## src/rtl/divider_pkg.sv

```systemverilog
// Shared types and helpers for the signed iterative divider.
package divider_pkg;

  localparam int unsigned WIDTH_DEF = 64;
  localparam int unsigned MAX_WIDTH = 128;
  localparam int unsigned MAX_IDX_W = $clog2(MAX_WIDTH);

  typedef enum logic [1:0] {IDLE, LOAD, ITER, FIX} state_e;

  // Absolute value of the low w bits of x. The caller truncates the result to w bits.
  function automatic logic [MAX_WIDTH-1:0] abs_val(input logic [MAX_WIDTH-1:0] x,
                                                   input int unsigned w);
    return x[MAX_IDX_W'(w - 1)] ? -x : x;
  endfunction

endpackage

```

## src/rtl/divider_if.sv

```systemverilog
// Request/response bundle between the divider and its client.
interface divider_if #(parameter int unsigned WIDTH = divider_pkg::WIDTH_DEF) ();
  logic             start;
  logic [WIDTH-1:0] a;
  logic [WIDTH-1:0] b;
  logic             div_by_zero;
  logic             busy;
  logic             done;
  logic [WIDTH-1:0] quotient;
  logic [WIDTH-1:0] remainder;

  modport master (output start, a, b,
                  input  div_by_zero, busy, done, quotient, remainder);
  modport slave  (input  start, a, b,
                  output div_by_zero, busy, done, quotient, remainder);
endinterface

```

## src/rtl/divider_unsigned_core.sv

```systemverilog
// Unsigned radix-2 restoring divider: one quotient bit per step, MSB first.
module divider_unsigned_core #(
  parameter int unsigned WIDTH = 64
) (
  input  logic             clk,
  input  logic             reset,
  input  logic             load,
  input  logic             step,
  input  logic [WIDTH-1:0] dividend,
  input  logic [WIDTH-1:0] divisor,
  output logic [WIDTH-1:0] quotient,
  output logic [WIDTH-1:0] remainder,
  output logic             last_c
);

  localparam int unsigned CNT_W = $clog2(WIDTH);

  logic [WIDTH-1:0] quo_q, quo_d;
  logic [WIDTH-1:0] rem_q, rem_d;
  logic [WIDTH-1:0] dvs_q, dvs_d;
  logic [CNT_W-1:0] cnt_q, cnt_d;
  logic [WIDTH:0]   rem_shift;
  logic [WIDTH:0]   trial;

  // quo_q starts as the dividend and fills with quotient bits as dividend bits shift out
  always_comb begin
    quo_d     = quo_q;
    rem_d     = rem_q;
    dvs_d     = dvs_q;
    cnt_d     = cnt_q;
    rem_shift = {rem_q, quo_q[WIDTH-1]};
    trial     = rem_shift - {1'b0, dvs_q};
    if (load) begin
      quo_d = dividend;
      rem_d = '0;
      dvs_d = divisor;
      cnt_d = '0;
    end else if (step) begin
      if (!trial[WIDTH]) begin
        rem_d = trial[WIDTH-1:0];
        quo_d = {quo_q[WIDTH-2:0], 1'b1};
      end else begin
        rem_d = rem_shift[WIDTH-1:0];
        quo_d = {quo_q[WIDTH-2:0], 1'b0};
      end
      cnt_d = cnt_q + CNT_W'(1);
    end
  end

  always_ff @(posedge clk) begin
    if (reset) begin
      quo_q <= '0;
      rem_q <= '0;
      dvs_q <= '0;
      cnt_q <= '0;
    end else begin
      quo_q <= quo_d;
      rem_q <= rem_d;
      dvs_q <= dvs_d;
      cnt_q <= cnt_d;
    end
  end

  assign quotient  = quo_q;
  assign remainder = rem_q;
  assign last_c    = step && (cnt_q == CNT_W'(WIDTH - 1));

endmodule

```

## src/rtl/divider.sv

```systemverilog
// Signed divider top: handshake, sign capture, RISC-V special cases and sign fix-up.
module divider
  import divider_pkg::*;
#(
  parameter int unsigned WIDTH = WIDTH_DEF
) (
  input  logic       clk,
  input  logic       reset,
  divider_if.slave   bus
);

  state_e           state_q, state_d;
  logic [WIDTH-1:0] a_q, a_d;
  logic [WIDTH-1:0] b_q, b_d;
  logic             q_neg_q, q_neg_d;
  logic             r_neg_q, r_neg_d;
  logic             b_zero_q, b_zero_d;
  logic             busy_q, busy_d;
  logic             done_q, done_d;
  logic             dbz_q, dbz_d;
  logic [WIDTH-1:0] quot_q, quot_d;
  logic [WIDTH-1:0] rem_q, rem_d;

  logic             core_load_c;
  logic             core_step_c;
  logic             core_last_c;
  logic [WIDTH-1:0] abs_a_c;
  logic [WIDTH-1:0] abs_b_c;
  logic [WIDTH-1:0] core_quot;
  logic [WIDTH-1:0] core_rem;

  assign abs_a_c = WIDTH'(abs_val(MAX_WIDTH'(a_q), WIDTH));
  assign abs_b_c = WIDTH'(abs_val(MAX_WIDTH'(b_q), WIDTH));

  divider_unsigned_core #(.WIDTH(WIDTH)) u_core (
    .clk       (clk),
    .reset     (reset),
    .load      (core_load_c),
    .step      (core_step_c),
    .dividend  (abs_a_c),
    .divisor   (abs_b_c),
    .quotient  (core_quot),
    .remainder (core_rem),
    .last_c    (core_last_c)
  );

  // busy_q stays high in the done cycle, which also blocks a start presented alongside done
  always_comb begin
    state_d     = state_q;
    a_d         = a_q;
    b_d         = b_q;
    q_neg_d     = q_neg_q;
    r_neg_d     = r_neg_q;
    b_zero_d    = b_zero_q;
    done_d      = 1'b0;
    dbz_d       = dbz_q;
    quot_d      = quot_q;
    rem_d       = rem_q;
    core_load_c = 1'b0;
    core_step_c = 1'b0;
    case (state_q)
      IDLE: begin
        if (bus.start && !busy_q) begin
          a_d     = bus.a;
          b_d     = bus.b;
          state_d = LOAD;
        end
      end
      LOAD: begin
        core_load_c = 1'b1;
        q_neg_d     = a_q[WIDTH-1] ^ b_q[WIDTH-1];
        r_neg_d     = a_q[WIDTH-1];
        b_zero_d    = (b_q == '0);
        state_d     = ITER;
      end
      ITER: begin
        core_step_c = 1'b1;
        if (core_last_c) state_d = FIX;
      end
      FIX: begin
        done_d  = 1'b1;
        dbz_d   = b_zero_q;
        state_d = IDLE;
        if (b_zero_q) begin
          quot_d = '1;
          rem_d  = a_q;
        end else begin
          quot_d = q_neg_q ? -core_quot : core_quot;
          rem_d  = r_neg_q ? -core_rem  : core_rem;
        end
      end
      default: state_d = IDLE;
    endcase
    busy_d = (state_d != IDLE) || done_d;
  end

  always_ff @(posedge clk) begin
    if (reset) begin
      state_q  <= IDLE;
      a_q      <= '0;
      b_q      <= '0;
      q_neg_q  <= 1'b0;
      r_neg_q  <= 1'b0;
      b_zero_q <= 1'b0;
      busy_q   <= 1'b0;
      done_q   <= 1'b0;
      dbz_q    <= 1'b0;
      quot_q   <= '0;
      rem_q    <= '0;
    end else begin
      state_q  <= state_d;
      a_q      <= a_d;
      b_q      <= b_d;
      q_neg_q  <= q_neg_d;
      r_neg_q  <= r_neg_d;
      b_zero_q <= b_zero_d;
      busy_q   <= busy_d;
      done_q   <= done_d;
      dbz_q    <= dbz_d;
      quot_q   <= quot_d;
      rem_q    <= rem_d;
    end
  end

  assign bus.busy        = busy_q;
  assign bus.done        = done_q;
  assign bus.div_by_zero = dbz_q;
  assign bus.quotient    = quot_q;
  assign bus.remainder   = rem_q;

endmodule

```

## src/flat_wrapper.sv

```systemverilog
// flat-port wrapper written by rule: the top's interface ports become plain ports
module divider_flat import divider_pkg::*;
#(
  parameter int unsigned WIDTH = WIDTH_DEF
)
  (clk, reset, bus_start, bus_a, bus_b, bus_div_by_zero, bus_busy, bus_done, bus_quotient, bus_remainder);
  divider_if #(.WIDTH(WIDTH)) bus_i ();
  input  logic clk;
  input  logic reset;
  input wire logic [$bits(bus_i.start)-1:0] bus_start;
  input wire logic [$bits(bus_i.a)-1:0] bus_a;
  input wire logic [$bits(bus_i.b)-1:0] bus_b;
  output wire logic [$bits(bus_i.div_by_zero)-1:0] bus_div_by_zero;
  output wire logic [$bits(bus_i.busy)-1:0] bus_busy;
  output wire logic [$bits(bus_i.done)-1:0] bus_done;
  output wire logic [$bits(bus_i.quotient)-1:0] bus_quotient;
  output wire logic [$bits(bus_i.remainder)-1:0] bus_remainder;
  assign bus_i.start = bus_start;
  assign bus_i.a = bus_a;
  assign bus_i.b = bus_b;
  assign bus_div_by_zero = bus_i.div_by_zero;
  assign bus_busy = bus_i.busy;
  assign bus_done = bus_i.done;
  assign bus_quotient = bus_i.quotient;
  assign bus_remainder = bus_i.remainder;
  divider #(.WIDTH(WIDTH)) u_core (.clk(clk), .reset(reset), .bus(bus_i));
endmodule
```

## config.mk

```make
export PLATFORM = sky130hd
export DESIGN_NAME = divider_flat
export DESIGN_NICKNAME = d
export VERILOG_FILES = /design/src/rtl/divider_pkg.sv /design/src/rtl/divider_if.sv /design/src/rtl/divider_unsigned_core.sv /design/src/rtl/divider.sv /design/src/flat_wrapper.sv
export SDC_FILE = /design/constraint.sdc
export NUM_CORES = 1
export LEC_CHECK = 0
export ABC_AREA = 1
export ABC_CLOCK_PERIOD_IN_PS = 7400
export BUFFER_PORTS_ARGS = -buffer_cell sky130_fd_sc_hd__buf_2
export CAP_MARGIN = 20
export CORE_MARGIN = 2
export CORE_UTILIZATION = 46
export CTS_BUF_LIST = sky130_fd_sc_hd__clkbuf_16
export CTS_CLUSTER_SIZE = 16
export DETAILED_ROUTE_END_ITERATION = 10
export HOLD_SLACK_MARGIN = 0.03
export MAX_ROUTING_LAYER = met4
export SLEW_MARGIN = 10
export SYNTH_ARGS = -nofsm -noshare
export SYNTH_HDL_FRONTEND = slang
export SYNTH_SLANG_ARGS = --single-unit
```

## constraint.sdc

```tcl
create_clock -name clk -period 7.4 [get_ports clk]
set_clock_uncertainty 0.15 [all_clocks]
set_input_delay 1.11 -clock clk [delete_from_list [all_inputs] [get_ports clk]]
set_output_delay 1.11 -clock clk [all_outputs]
set_load 0.1 [all_outputs]
```

==> Yosys cells after proc, flatten, opt, wreduce, memory -nomap -nowiden <==
Cells that the tools add are included.
{ "word_totals": {"reg_bits": 462, "latchBits": 0, "in_bits": 131, "ramBits": 0, "n_memories": 0, "romBits": 0, "out_inout_bits": 131} }
{ "op_classes": {"bitwise": 1, "n_shift": 0, "n_reduce_logical": 10, "n_mul": 0, "mux": 16, "eq_ne": 4, "n_lt_le_gt_ge": 0, "n_div": 0, "addsub": 6} }
{ "ops": {"columns": ["operator", "n"], "rows": [
  ["64-bit two-way mux", 9],
  ["64-bit negator", 4],
  ["65-bit by 64-bit subtractor with 65-bit output", 1],
  ["64-bit zero test", 1],
  ["2-bit case mux with 4 select lines", 1],
  ["6-bit by 1-bit adder with 6-bit output (second input constant)", 1],
  ["6-bit == test (second input constant)", 1],
  ["2-bit == test (second input constant)", 2],
  ["1-bit two-way mux", 4],
  ["2-bit two-way mux", 2],
  ["2-bit nonzero test", 2],
  ["2-bit by 1-bit == test with 1-bit output (second input constant)", 1],
  ["1-bit logical AND", 2],
  ["2-bit zero test", 1],
  ["2-bit AND reduction", 1],
  ["2-bit OR reduction", 1],
  ["1-bit zero test", 1],
  ["1-bit logical OR", 1],
  ["1-bit XOR", 1]
]} }

==> Depth between registers and ports, before layout <==
{ "depth": {"ltp_word": 7, "depth_mapped": 21} }

==> Cells and area by module <==
A second synthesis with hierarchy kept.
{ "unflattened": {"hier_cells": 5658, "area_unflattened_um2": 33136.8} }
{ "by_module_without_submodules": {"columns": ["module", "n_inst", "area_each_um2", "cells_per_inst"], "rows": [
  ["divider", 1, 18385.1, 3035],
  ["divider_unsigned_core", 1, 14751.6, 2623]
]} }

==> Worst setup path after synthesis <==
Ideal clock, no wire load.
{ "synth_timing": {"kind": "reg-to-reg", "start": "reg u_core.u_core.quo_q[63], in the netlist u_core.u_core.quotient[63]", "end": "reg u_core.u_core.rem_q[16], in the netlist u_core.u_core.remainder[16]", "setup_slack_ns": 4.911, "stages_incl_launch_ff": 22, "t_arrival_ns": 2.207, "required_ns": 7.118, "synth_period_minus_slack_ns": 2.489, "n_path_buf": 2, "cell_sequence": "dfxtp_1 -> inv_1 -> ha_1 -> fa_1 -> inv_1 -> nand2_1 -> nand2_1 -> nand3_1 -> nand2_2 -> nand2_1 -> nand2_2 -> nand2_1 -> nand2_2 -> nand2_2 -> nand2_2 -> nand2_1 -> nand2_1 -> buf_6 -> buf_6 -> nand2_1 -> nand3_1 -> a21oi_1"} }
{ "synth_via": {"elab_chain_len": 2} }
{ "synth_rtl": {"columns": ["item", "line", "rtl"], "rows": [
  ["start: declaration", "divider_unsigned_core.sv:18", "logic [WIDTH-1:0] quo_q, quo_d;"],
  ["start signal: assignment", "divider_unsigned_core.sv:57", "quo_q <= quo_d;"],
  ["65-bit by 64-bit subtractor with 65-bit output", "divider_unsigned_core.sv:32", "trial = rem_shift - {1'b0, dvs_q};"],
  ["64-bit two-way mux", "divider_unsigned_core.sv:39", "if (!trial[WIDTH]) begin"],
  ["end signal: assignment", "divider_unsigned_core.sv:58", "rem_q <= rem_d;"],
  ["end: declaration", "divider_unsigned_core.sv:19", "logic [WIDTH-1:0] rem_q, rem_d;"]
]} }
No other way between the ends.
A chain may end at the register's enable or synchronous reset.

==> Worst setup path in the final report <==
{ "layout_timing": {"start": "reg u_core.u_core.quo_q[63], in the netlist u_core.u_core.quotient[63]", "end": "reg u_core.u_core.rem_q[22], in the netlist u_core.u_core.remainder[22]"} }
The elaborated chain is that of the path after synthesis.

==> qor.csv <==
metric;value;unit
nNetsFinal;5773;
status;completed;
yosys.area_share.xor_xnor;0.0309;
cts_resized;0;
synthAdderAreaFrac;0.0295;
crit_path_top_delay_cell;buf_4;
grt_overflow;0;
dp_hpwl;104;mm
drive_above_1_share;0.0771;
syn_area;0.0320;mm^2
powerDensity;354;mW/mm^2
rsz0062_at_grt;no;
hold_violations;0;
drc;0;
cts_tree;done;
clock-root-buffer;clkbuf_16;
postCtsSetupBuffers;0;
final.min_clock_period;3420;ps
yosys_warnings;0;
rows;96;
leakage;0.0181;uW
syn_avg_cell_area;5.88;um^2
cts_buffers;53;
cp_max_fo;65;
viasPerCell;5.48;
reg2reg_slack;3980;ps
layout_common_cells;nand2_1 (1547), inv_1 (893), nor2_1 (528);
arrival;3720;ps
grt_pass1_vias;31800;
synthesis.nets;5650;
hp-class;register to register;
postCtsHoldBufs;0;
grt_pass1_wl;196;mm
die_y;268;um
synth_cell_types;46;
synth_top_family_by_area;simple AND/OR/NAND/NOR gates;
setup_tns;0;ps
cp-end-kind;register;
routed_wirelength;132;mm
drt_iter0_drc;3978;
synth_compound_gate_area_share;0.175;
area_growth;10.8;%
crit_type;register to register;
numClockSinks;462;
yosys-mux-area-fraction;0;
worst_pin_slew;1010;ps
h-tree-depth;2;
grtUsageTotal;0.368;
critical_path_required;7690;ps
slew_viol_final;0;
crit_path_max_incr_delay;540;ps
clk_pin_slew;60;ps
vdd_drop_max;0.479;mV
die_w;268;um
ys_seq_area_frac;0.289;
ant_nets;0;
fin_crit_sh;0.463;
path_cells;inv_1 -> ha_1 -> fa_1 -> inv_1 -> nand2_1 -> nand2_1 -> nand3_1 -> nand2_2 -> nand2_1 -> nand2_2 -> nand2_1 -> nand2_2 -> nand2_2 -> nand2_2 -> nand2_1 -> nand2_2 -> buf_4 -> nand2_1 -> nand3_1 -> a21oi_1;
setup-violations-final;0;
timing.fmax;292;MHz
start_kind;register;
layout_commonest_cell;nand2_1;
synth_edf_count;0;
synthCells;5444;
post-route-util;0.516;
postSynth.asyncResetShare;0;
relSlewSlack;0.329;
io_buffers;261;
initial_core_util;0.466;
antenna_found_initial;2;
cts_max_path_buffers;3;
ys_ff_latch;462;
firstDrtPassIters;6;
via_count;35800;
yosys.area_share.simple;0.343;
grt_max_degree;244;
pin_count;262;
place_congestion;1.04;
yosys_most_used_dff;dfxtp_1;
max_cap_viol_count;0;
die_area;0.0717;mm^2
core_area;0.0687;mm^2
wire_per_inst;20.1;um
insertion_delay;640;ps
==> cell usage after synthesis (all sizes together), types with 50 or more instances <==
library cell	count	area, um^2
nand2	1563	5910
inv	898	3370
nor2	546	2100
a21oi	465	2330
dfxtp	462	9250
o21ai	370	1860
nand3	346	1740
clkbuf	183	687
xor2	101	885
nor3	77	410
ha	74	926
nand4	69	432
o221ai	65	569
a31oi	51	319
o211ai	50	375
==> power breakdown <==
| group | total, uW | leakage [uW] | internal, uW | switching [uW] |
|---|---|---|---|---|
| sequential | 3260 | 0.00376 | 2870 | 384 |
| combinational | 6790 | 0.0135 | 1740 | 5050 |
| clock | 2510 | 0.000812 | 1340 | 1160 |
==> cells by family after synthesis <==
logic type      Yosys count
compound gates         1018
flops                   462
simple gates           2655
xor+xnor                113
fa+ha+maj                75
buf+inv                1121
==> flip-flops by register name, indices dropped and copies added (netlist names) <==
register	count
u_core.a_q	64
u_core.b_q	64
u_core.bus.quotient	64
u_core.bus.remainder	64
u_core.u_core.dvs_q	64
u_core.u_core.quotient	64
u_core.u_core.remainder	64
u_core.u_core.cnt_q	6
u_core.state_q	2
u_core.b_zero_q	1
u_core.bus.busy	1
u_core.bus.div_by_zero	1
u_core.bus.done	1
u_core.q_neg_q	1
u_core.r_neg_q	1
==> worst max-delay path: cells and delay by family (launching register included) <==
| family | cells | cell delay [ps] |
|---|---|---|
| buf+inv | 3 | 780 |
| flops | 1 | 300 |
| fa+ha+maj | 2 | 660 |
| compound gates | 1 | 70 |
| simple gates | 14 | 1240 |
==> per-stage QoR <==
stage | worst slack (ps) | area (um^2) | power, uW | instances | hold slack, ps
2_1_floorplan | 4910 | 32000 | 7830 | 5444 | 295
3_3_place_gp | 3910 | 33900 | 9870 | 6442 | 302
3_5_place_dp | 3840 | 33900 | 9870 | 6442 | 307
4_1_cts | 4000 | 35500 | 12400 | 6536 | 317
5_1_grt | 3700 | 35500 | 13400 | 6538 | 332
6_report | 3980 | 35500 | 12600 | 6538 | 315
==> worst paths after layout <==
path,start,end,cells after the start
worst max-delay path,u_core.u_core.quotient[63]$_SDFFE_PP0P_,u_core.u_core.remainder[22]$_SDFFE_PP0P_,20
worst min-delay path,u_core.u_core.quotient[34]$_SDFFE_PP0P_,u_core.u_core.quotient[34]$_SDFFE_PP0P_,2
worst max register to register,u_core.u_core.quotient[63]$_SDFFE_PP0P_,u_core.u_core.remainder[22]$_SDFFE_PP0P_,20
worst min register to register,u_core.u_core.quotient[34]$_SDFFE_PP0P_,u_core.u_core.quotient[34]$_SDFFE_PP0P_,2
==> cell type report <==
type	count	area (um^2)
tap	931	1160
inverter	900	3380
clock buffer	53	1330
antenna	1	2.50
fill	7465	33200
clock inverter	41	270
sequential	462	9250
timing repair buffer	289	1540
multi-input combinational	3861	18500
==> layer usage <==
metal / part of all wire / track usage / vias to the layer above
met5: 0 / - / -
met4: 0.027 / 0.0984 / 0
met3: 0.089 / 0.0518 / 172
met2: 0.41 / 0.516 / 1488
met1: 0.47 / 0.546 / 16500
li1: - / - / 17600
(Power assumes the default switching activity.)
